===== config.mk =====
export PLATFORM = sky130hd
export DESIGN_NAME = axi_node_w_sequencer
export DESIGN_NICKNAME = d
export VERILOG_FILES = /design/src/rtl/axi_node_w_sequencer.sv
export SDC_FILE = /design/constraint.sdc
export NUM_CORES = 1
export LEC_CHECK = 0
export CAP_MARGIN = 20
export CORE_MARGIN = 1.5
export CORE_UTILIZATION = 41
export CTS_CLUSTER_SIZE = 28
export DETAILED_ROUTE_END_ITERATION = 12
export PLACE_DENSITY = 0.8
export RECOVER_POWER = 50
export SLEW_MARGIN = 25
export SYNTH_ARGS = -nofsm -noshare
export SYNTH_HDL_FRONTEND = slang
export SYNTH_SLANG_ARGS = --single-unit

===== constraint.sdc =====
create_clock -name clk_i -period 3 [get_ports clk_i]
set_input_delay 0.45 -clock clk_i [delete_from_list [all_inputs] [get_ports clk_i]]
set_output_delay 0.45 -clock clk_i [all_outputs]
set_load 0.01 [all_outputs]

===== src/rtl/axi_node_w_sequencer.sv =====
// W-channel sequencer for one AXI node slave port: queues AW-grant master indices
// and routes W handshakes from the head master. Optional macro: AXI_NODE_W_SEQ_BYPASS_EN.
module axi_node_w_sequencer #(
    parameter int N_MASTER = 4,
    parameter int DEPTH    = 4,
    localparam int IDX_W   = (N_MASTER > 1) ? $clog2(N_MASTER) : 1,
    localparam int CNT_W   = ($clog2(DEPTH + 1) > 1) ? $clog2(DEPTH + 1) : 1
) (
    input  logic                clk_i,
    input  logic                rst_i,
    input  logic                aw_grant_valid_i,
    input  logic [IDX_W-1:0]    aw_grant_idx_i,
    output logic                aw_grant_ready_o,
    input  logic [N_MASTER-1:0] inp_wvalid_i,
    input  logic [N_MASTER-1:0] inp_wlast_i,
    output logic [N_MASTER-1:0] inp_wready_o,
    output logic                oup_wvalid_o,
    output logic                oup_wlast_o,
    input  logic                oup_wready_i,
    output logic [IDX_W-1:0]    w_sel_o,
    output logic                w_sel_valid_o,
    output logic [CNT_W-1:0]    count_o
);

    localparam int PTR_W = (DEPTH > 1) ? $clog2(DEPTH) : 1;
    localparam logic [CNT_W-1:0] FULL_CNT = CNT_W'(DEPTH);
    localparam logic [PTR_W-1:0] LAST_PTR = PTR_W'(DEPTH - 1);

    function automatic logic [PTR_W-1:0] next_ptr(input logic [PTR_W-1:0] p);
        return (p == LAST_PTR) ? '0 : p + 1'b1;
    endfunction

    logic [IDX_W-1:0] mem_q [DEPTH];
    logic [IDX_W-1:0] mem_d [DEPTH];
    logic [PTR_W-1:0] wr_ptr_q, wr_ptr_d;
    logic [PTR_W-1:0] rd_ptr_q, rd_ptr_d;
    logic [CNT_W-1:0] count_q, count_d;

    logic             bypass;
    logic             active;
    logic [IDX_W-1:0] head;
    logic             push, pop, fifo_push, fifo_pop;
    logic             head_wvalid, head_wlast;

    always_comb begin
`ifdef AXI_NODE_W_SEQ_BYPASS_EN
        // Empty-FIFO fall-through: the grant being made this cycle acts as head.
        bypass = (count_q == '0) && aw_grant_valid_i && !rst_i;
`else
        bypass = 1'b0;
`endif
        active           = (count_q != '0) || bypass;
        head             = bypass ? aw_grant_idx_i : mem_q[rd_ptr_q];
        aw_grant_ready_o = (count_q != FULL_CNT);

        head_wvalid  = 1'b0;
        head_wlast   = 1'b0;
        inp_wready_o = '0;
        for (int i = 0; i < N_MASTER; i++) begin
            if (head == IDX_W'(i)) begin
                head_wvalid     = inp_wvalid_i[i];
                head_wlast      = inp_wlast_i[i];
                inp_wready_o[i] = active && oup_wready_i;
            end
        end

        w_sel_valid_o = active;
        w_sel_o       = active ? head : '0;
        oup_wvalid_o  = active && head_wvalid;
        oup_wlast_o   = active && head_wlast;

        push = aw_grant_valid_i && aw_grant_ready_o;
        pop  = oup_wvalid_o && oup_wready_i && oup_wlast_o;
        // A fall-through grant that completes its burst at once never touches the FIFO.
        fifo_push = push && !(bypass && pop);
        fifo_pop  = pop && !bypass;
    end

    always_comb begin
        mem_d    = mem_q;
        wr_ptr_d = wr_ptr_q;
        rd_ptr_d = rd_ptr_q;
        count_d  = count_q;
        if (fifo_push) begin
            mem_d[wr_ptr_q] = aw_grant_idx_i;
            wr_ptr_d        = next_ptr(wr_ptr_q);
        end
        if (fifo_pop) begin
            rd_ptr_d = next_ptr(rd_ptr_q);
        end
        case ({fifo_push, fifo_pop})
            2'b10:   count_d = count_q + 1'b1;
            2'b01:   count_d = count_q - 1'b1;
            default: count_d = count_q;
        endcase
    end

    always_ff @(posedge clk_i) begin
        if (rst_i) begin
            wr_ptr_q <= '0;
            rd_ptr_q <= '0;
            count_q  <= '0;
        end else begin
            wr_ptr_q <= wr_ptr_d;
            rd_ptr_q <= rd_ptr_d;
            count_q  <= count_d;
        end
        mem_q <= mem_d;
    end

    assign count_o = count_q;

`ifndef SYNTHESIS
    // A grant index outside the master range is a protocol violation upstream.
    idx_in_range_a: assert property (@(posedge clk_i) disable iff (rst_i)
        aw_grant_valid_i |-> (32'(aw_grant_idx_i) < N_MASTER));
`endif

endmodule


# Word-level counts from Yosys, hierarchy flattened
# Cells that the tools add are included.
op_classes:
  n_div: 0
  n_mul: 0
  addsub: 4
  bitwise: 2
  n_lt_le_gt_ge: 3
  muxes: 22
  n_eq_ne: 8
  n_shift: 0
  n_reduce_logical: 10
ops:
  columns: ["op", "n"]
  rows:
  - ["1-bit 2-to-1 mux", 12]
  - ["2-bit 2-to-1 mux", 6]
  - ["2-bit == test, second input constant", 5]
  - ["8-bit bitwise mux", 1]
  - ["1-bit logical AND", 7]
  - ["3-bit greater-or-equal comparator, second input constant", 2]
  - ["2-bit inverter with 3-bit output", 2]
  - ["3-bit one-hot mux with 2 select lines", 1]
  - ["2-bit by 1-bit adder with 2-bit output, second input constant", 2]
  - ["2-bit binary-select mux with 2-bit select", 1]
  - ["2-bit demux with 2-bit select", 1]
  - ["2-bit by 1-bit == test with 1-bit output, second input constant", 2]
  - ["3-bit by 1-bit adder with 3-bit output, second input constant", 1]
  - ["3-bit by 1-bit less-than comparator with 1-bit output, second input constant", 1]
  - ["3-bit inequality test, second input constant", 1]
  - ["3-bit nonzero test", 1]
  - ["3-bit by 1-bit subtractor with 3-bit output, second input constant", 1]
  - ["2-bit logical NOT", 1]
  - ["2-bit nonzero test", 1]
word_totals:
  mem_count: 0
  ram_bits: 0
  reg_bits: 15
  mem_bits_ro: 0
  latch_bits: 0

# Logic depth before layout (Yosys ltp)
# Gate-level depths: netlist of the first run.
depth:
  word_depth: 14
  ltp_mapped: 9
  ltp_nobuf: 9

# Worst setup path before layout of the first run
# OpenSTA, ideal clock, no wires.
synth_path:
  path_type: "register to register"
  from: "register rd_ptr_q[0]"
  to: "register count_q[2] (netlist: count_o[2])"
  path_buffers: 0
  setup_slack_ps: 157
  period_less_slack_ps: 2843
  setup_ps: 70
  arrival_time_ps: 2773
  stages_incl_launch_ff: 10
  required_time_ps: 2930
  path_cell_list: "dfxtp_1 mux4_2 or3b_4 o22ai_4 ha_1 inv_1 fa_1 xor2_1 or3_1 a21oi_1"
synth_via:
  elab_chain_len: 14
synth_lines:
  columns: ["item", "line", "text"]
  rows:
  - ["start: declaration", "36", "logic [PTR_W-1:0] rd_ptr_q, rd_ptr_d;"]
  - ["start signal: assignment", "105", "rd_ptr_q <= rd_ptr_d;"]
  - ["2-bit inverter with 3-bit output (implied by the code) (*)", "53", "head = bypass ? aw_grant_idx_i : mem_q[rd_ptr_q];"]
  - ["2-bit binary-select mux with 2-bit select (*)", "53", null]
  - ["2-bit 2-to-1 mux (implied by the code) (*) (2 in a row)", "53", null]
  - ["2-bit logical NOT", "60", "if (head == IDX_W'(i)) begin"]
  - ["1-bit 2-to-1 mux (4 in a row)", "60", null]
  - ["1-bit logical AND", "69", "oup_wvalid_o = active && head_wvalid;"]
  - ["1-bit logical AND", "73", "pop = oup_wvalid_o && oup_wready_i && oup_wlast_o;"]
  - ["1-bit logical AND (*)", "73", null]
  - ["via fifo_pop", "42", "logic push, pop, fifo_push, fifo_pop;"]
  - ["2-bit by 1-bit == test with 1-bit output / 2-bit == test (equally long branches)", "91", "case ({fifo_push, fifo_pop})"]
  - ["3-bit one-hot mux with 2 select lines / 2-bit nonzero test (equally long branches)", null, null]
  - ["end signal: assignment", "106", "count_q <= count_d;"]
  - ["end: declaration", "37", "logic [CNT_W-1:0] count_q, count_d;"]
# The timed path passes the listed nets; every way through them passes the cells marked *. The select of a mux whose other input is x is not followed.
# A chain may end at the register's enable or synchronous reset.

# Worst setup path in the final report of the first run
layout_path:
  from: "register rd_ptr_q[1]"
  to: "output oup_wlast_o"
layout_via:
  elab_chain_len: 10
layout_lines:
  columns: ["item", "line", "text"]
  rows:
  - ["2-bit inverter with 3-bit output (implied by the code) (*)", "53", null]
  - ["2-bit binary-select mux with 2-bit select (*)", "53", null]
  - ["2-bit 2-to-1 mux (implied by the code) (*) (2 in a row)", "53", null]
  - ["2-bit logical NOT", "60", null]
  - ["1-bit 2-to-1 mux (3 in a row)", "60", null]
  - ["1-bit 2-to-1 mux (*)", "60", null]
  - ["1-bit logical AND (*)", "70", "oup_wlast_o = active && head_wlast;"]
  - ["end: declaration", "18", "output logic oup_wlast_o,"]
# Every way passes the cells marked *; elsewhere a longest branch is shown, timed or not. The select of a mux whose other input is x is not followed.

==> results.yml, run 1 <==
global_routing:
  antenna_found_initial: 0
  grt_pass1_vias: 715
  grt-ovfl-total: 0
  grt_max_degree: 10
  grt_usage_pct: 15.2
  grt_pass1_wl_um: 2920
timing:
  slew_headroom_pct: 68.6
  setup_tns_ps: 0
  tightest_slew_ps: 468
  clock.fmax_mhz: 350
  period_needed_ps: 2860
  rsz0062_at_grt: "false"
  setup-violations-final: 0
  finalHoldViolations: 0
  slew_viol_final: 0
  clock_skew_ps: 1.18
  final.period_utilization_pct: 95.2
logic_synthesis:
  ys_types: 27
  synth_nets: 102
  synth_top_cell_area_share_pct: 26.1
  avgSynthCellArea_um2: 11.4
  syn_inst: 81
  synth_seq_cells: 15
  synth_edf_count: 8
  synth_common_cells: "edfxtp_1 (8), nor2_1 (8), dfxtp_1 (7)"
  ys_seq_area_share_pct: 41.2
  yosysTopAreaCell: "edfxtp_1"
  synth.top_cells.by_area: "edfxtp_1 (26%), dfxtp_1 (15%), ha_1 (8.1%)"
  ys_async_sr_fraction_pct: 0
  ys_warn_count: 0
  syn-cell-area_um2: 922
  synthFlopType: "edfxtp_1"
floorplanning:
  start_util_pct: 45.2
  core_area_um2: 2040
  fp-row-count: 16
  dieArea_um2: 2540
  io_pins: 27
  dieHeight_um: 50.4
  fp.dieW_um: 50.4
routing:
  dr_total_vias: 705
  wl_per_cell_um: 13.0
  firstDrtPassIters: 4
  ant_nets: 0
  vias_per_cell: 5.15
  drc_errors: 0
  drtIter0Drc: 13
  wl_um: 1780
final_layout:
  utilization_pct: 61.1
  drive_gt1_share_pct: 14.5
  diodes: 0
  n_fill_cell: 182
  area_growth_pct: 35.3
  multi_input_area_um2: 512
  regArea_um2: 384
  final_area_um2: 1250
  fin_cells: 137
  fin_nets: 132
critical_path:
  arrival_ps: 2410
  rrSetupSlack_ps: 150
  critPathKind: "reg -> out"
  critPathMaxFanout: 6
  rr_worst_depth: 9
  worstSetupEndpoint: "oup_wlast_o"
  critPathLaunchType: "register"
  timing.critical_path.from: "rd_ptr_q[1]$_SDFFE_PP0P_"
  cp.required_ps: 2550
  r2r_start: "rd_ptr_q[0]$_SDFFE_PP0P_"
  end_kind: "output port"
  rr_endpoint: "count_o[2]$_SDFFE_PP0P_"
clock_network:
  clockRootBuffer: "clkbuf_4"
  clk_pin_slew_worst_paths_ps: 80
  htree_num_levels: 1
  insertion_delay_ps: 270
  clock_path_buffers: 2
  ctsHoldBuffers: 0
  cts_setup_buffers: 0
  cts.sinks: 15
  cts_tree: "built"
  cts_made_buffers: 3
  ctsResizeCount: 0
placed_design:
  dp_cells: 133
  gp_congestion: 0.649
  detailed_place_hpwl_um: 1540
  portBuffers: 26
  placed_cell_area_um2: 1220
power_and_ir_drop:
  power_leakage_nw: 0.475
  total_power_mw: 0.542
  peakVddDrop_v: 0.000243
  powerDensity_nw_per_um2: 434
run:
  max-cap-violations: 0
min_path:
  hp-class: "reg -> reg"
run_status:
  outcome: "complete, no violations"
==> flip-flops by register name, indices dropped and copies added (netlist names) <==
| register | cells |
|---|---|
| mem_q | 8 |
| count_o | 3 |
| rd_ptr_q | 2 |
| wr_ptr_q | 2 |
==> through the flow <==
stage | hold slack [ps] | setup WS [ps]
detailed placement | 520 | 7.69
global placement | 498 | 148
floorplan | 478 | 157
finish | 522 | 144
global route | 553 | 2.42
CTS | 533 | 3.07
==> critical path, cell delays in order (launching register included) <==
cell,delay (ps)
dfxtp_1,480
mux2i_1,210
mux2_2,240
mux4_1,570
and2_1,170
clkdlybuf4s50_1,460
==> cell type report <==
class / instances / area share, %
Clock inverter: 1 / 0.401
Clock buffer: 3 / 1.81
Sequential cell: 15 / 30.8
Multi-Input combinational cell: 58 / 41.0
Timing Repair Buffer: 27 / 21.5
Tap cell: 27 / 2.71
Inverter: 6 / 1.81
==> placed cells by master (no fill, tap or decap) <==
cell,n
clkdlybuf4s50_1,24
nor2_1,8
edfxtp_1,8
nand2_1,6
inv_1,6
ha_1,6
dfxtp_1,6
mux2_2,4
and3_1,4
mux2i_1,3
nor2b_1,3
a21oi_1,3
clkbuf_4,3
mux4_2,2
nor3_1,2
mux4_1,2
and2_1,2
xor2_1,2
or3_1,2
nand2b_1,2
dlygate4sd3_1,2
or3b_4,1
nand3b_1,1
o22ai_4,1
or3b_2,1
o21ai_0,1
mux2_4,1
fa_1,1
clkinv_2,1
buf_4,1
dfxtp_4,1
==> cell families (layout without fill, tap and decap cells) <==
logic type	count (synthesis)	in the layout	synth area share [%]
adders and majority gates	7	7	10.3
xor gates and xnor gates	2	2	1.90
and+or+nand+nor	32	32	18.6
muxes	12	12	20.4
AOI/OAI and AO/OA	5	5	4.34
DFF	15	15	41.2
buffers and inverters	8	37	3.26
==> power by group <==
part           internal [mW]  switching [mW]  total, mW
logic                  0.110          0.0800      0.190
registers              0.231          0.0143      0.245
clock network         0.0493          0.0577      0.107
total                  0.390           0.152      0.542
==> how the worst min path moves through the flow <==
stage / start / endpoint / slack [ps] / cells past startpoint
after floorplan: wr_ptr_q[0]$_SDFFE_PP0P_ / wr_ptr_q[0]$_SDFFE_PP0P_ / 480 / 2
after global placement: wr_ptr_q[0]$_SDFFE_PP0P_ / wr_ptr_q[0]$_SDFFE_PP0P_ / 500 / 2
after detailed placement: wr_ptr_q[0]$_SDFFE_PP0P_ / wr_ptr_q[0]$_SDFFE_PP0P_ / 520 / 2
after CTS: wr_ptr_q[0]$_SDFFE_PP0P_ / wr_ptr_q[0]$_SDFFE_PP0P_ / 530 / 2
after global routing: wr_ptr_q[0]$_SDFFE_PP0P_ / wr_ptr_q[0]$_SDFFE_PP0P_ / 550 / 2
final: wr_ptr_q[0]$_SDFFE_PP0P_ / wr_ptr_q[0]$_SDFFE_PP0P_ / 520 / 2
==> metal layers <==
metal | track usage [%] | wire length (µm)
met1 | 16.5 | 736
met2 | 29.8 | 927
met3 | 2.08 | 103
met4 | 4.95 | 8
met5 | 0 | 0
No activity file was read; power rests on OpenSTA's default activity.
==> run 2: changes to the inputs <==
--- a/config.mk
+++ b/config.mk
@@ -10,6 +10,7 @@
 export CORE_UTILIZATION = 41
 export CTS_CLUSTER_SIZE = 28
 export DETAILED_ROUTE_END_ITERATION = 12
+export GPL_ROUTABILITY_DRIVEN = 0
 export PLACE_DENSITY = 0.8
 export RECOVER_POWER = 50
 export SLEW_MARGIN = 25
==> results of run 2 <==
No change in the layout: final DEF, timing and power equal those of run 1.
==> run 3: changes to the inputs <==
--- a/config.mk
+++ b/config.mk
@@ -5,7 +5,7 @@
 export SDC_FILE = /design/constraint.sdc
 export NUM_CORES = 1
 export LEC_CHECK = 0
-export CAP_MARGIN = 20
+export CAP_MARGIN = 0
 export CORE_MARGIN = 1.5
 export CORE_UTILIZATION = 41
 export CTS_CLUSTER_SIZE = 28
==> results of run 3 <==
No change in the layout: final DEF, timing and power equal those of run 1.
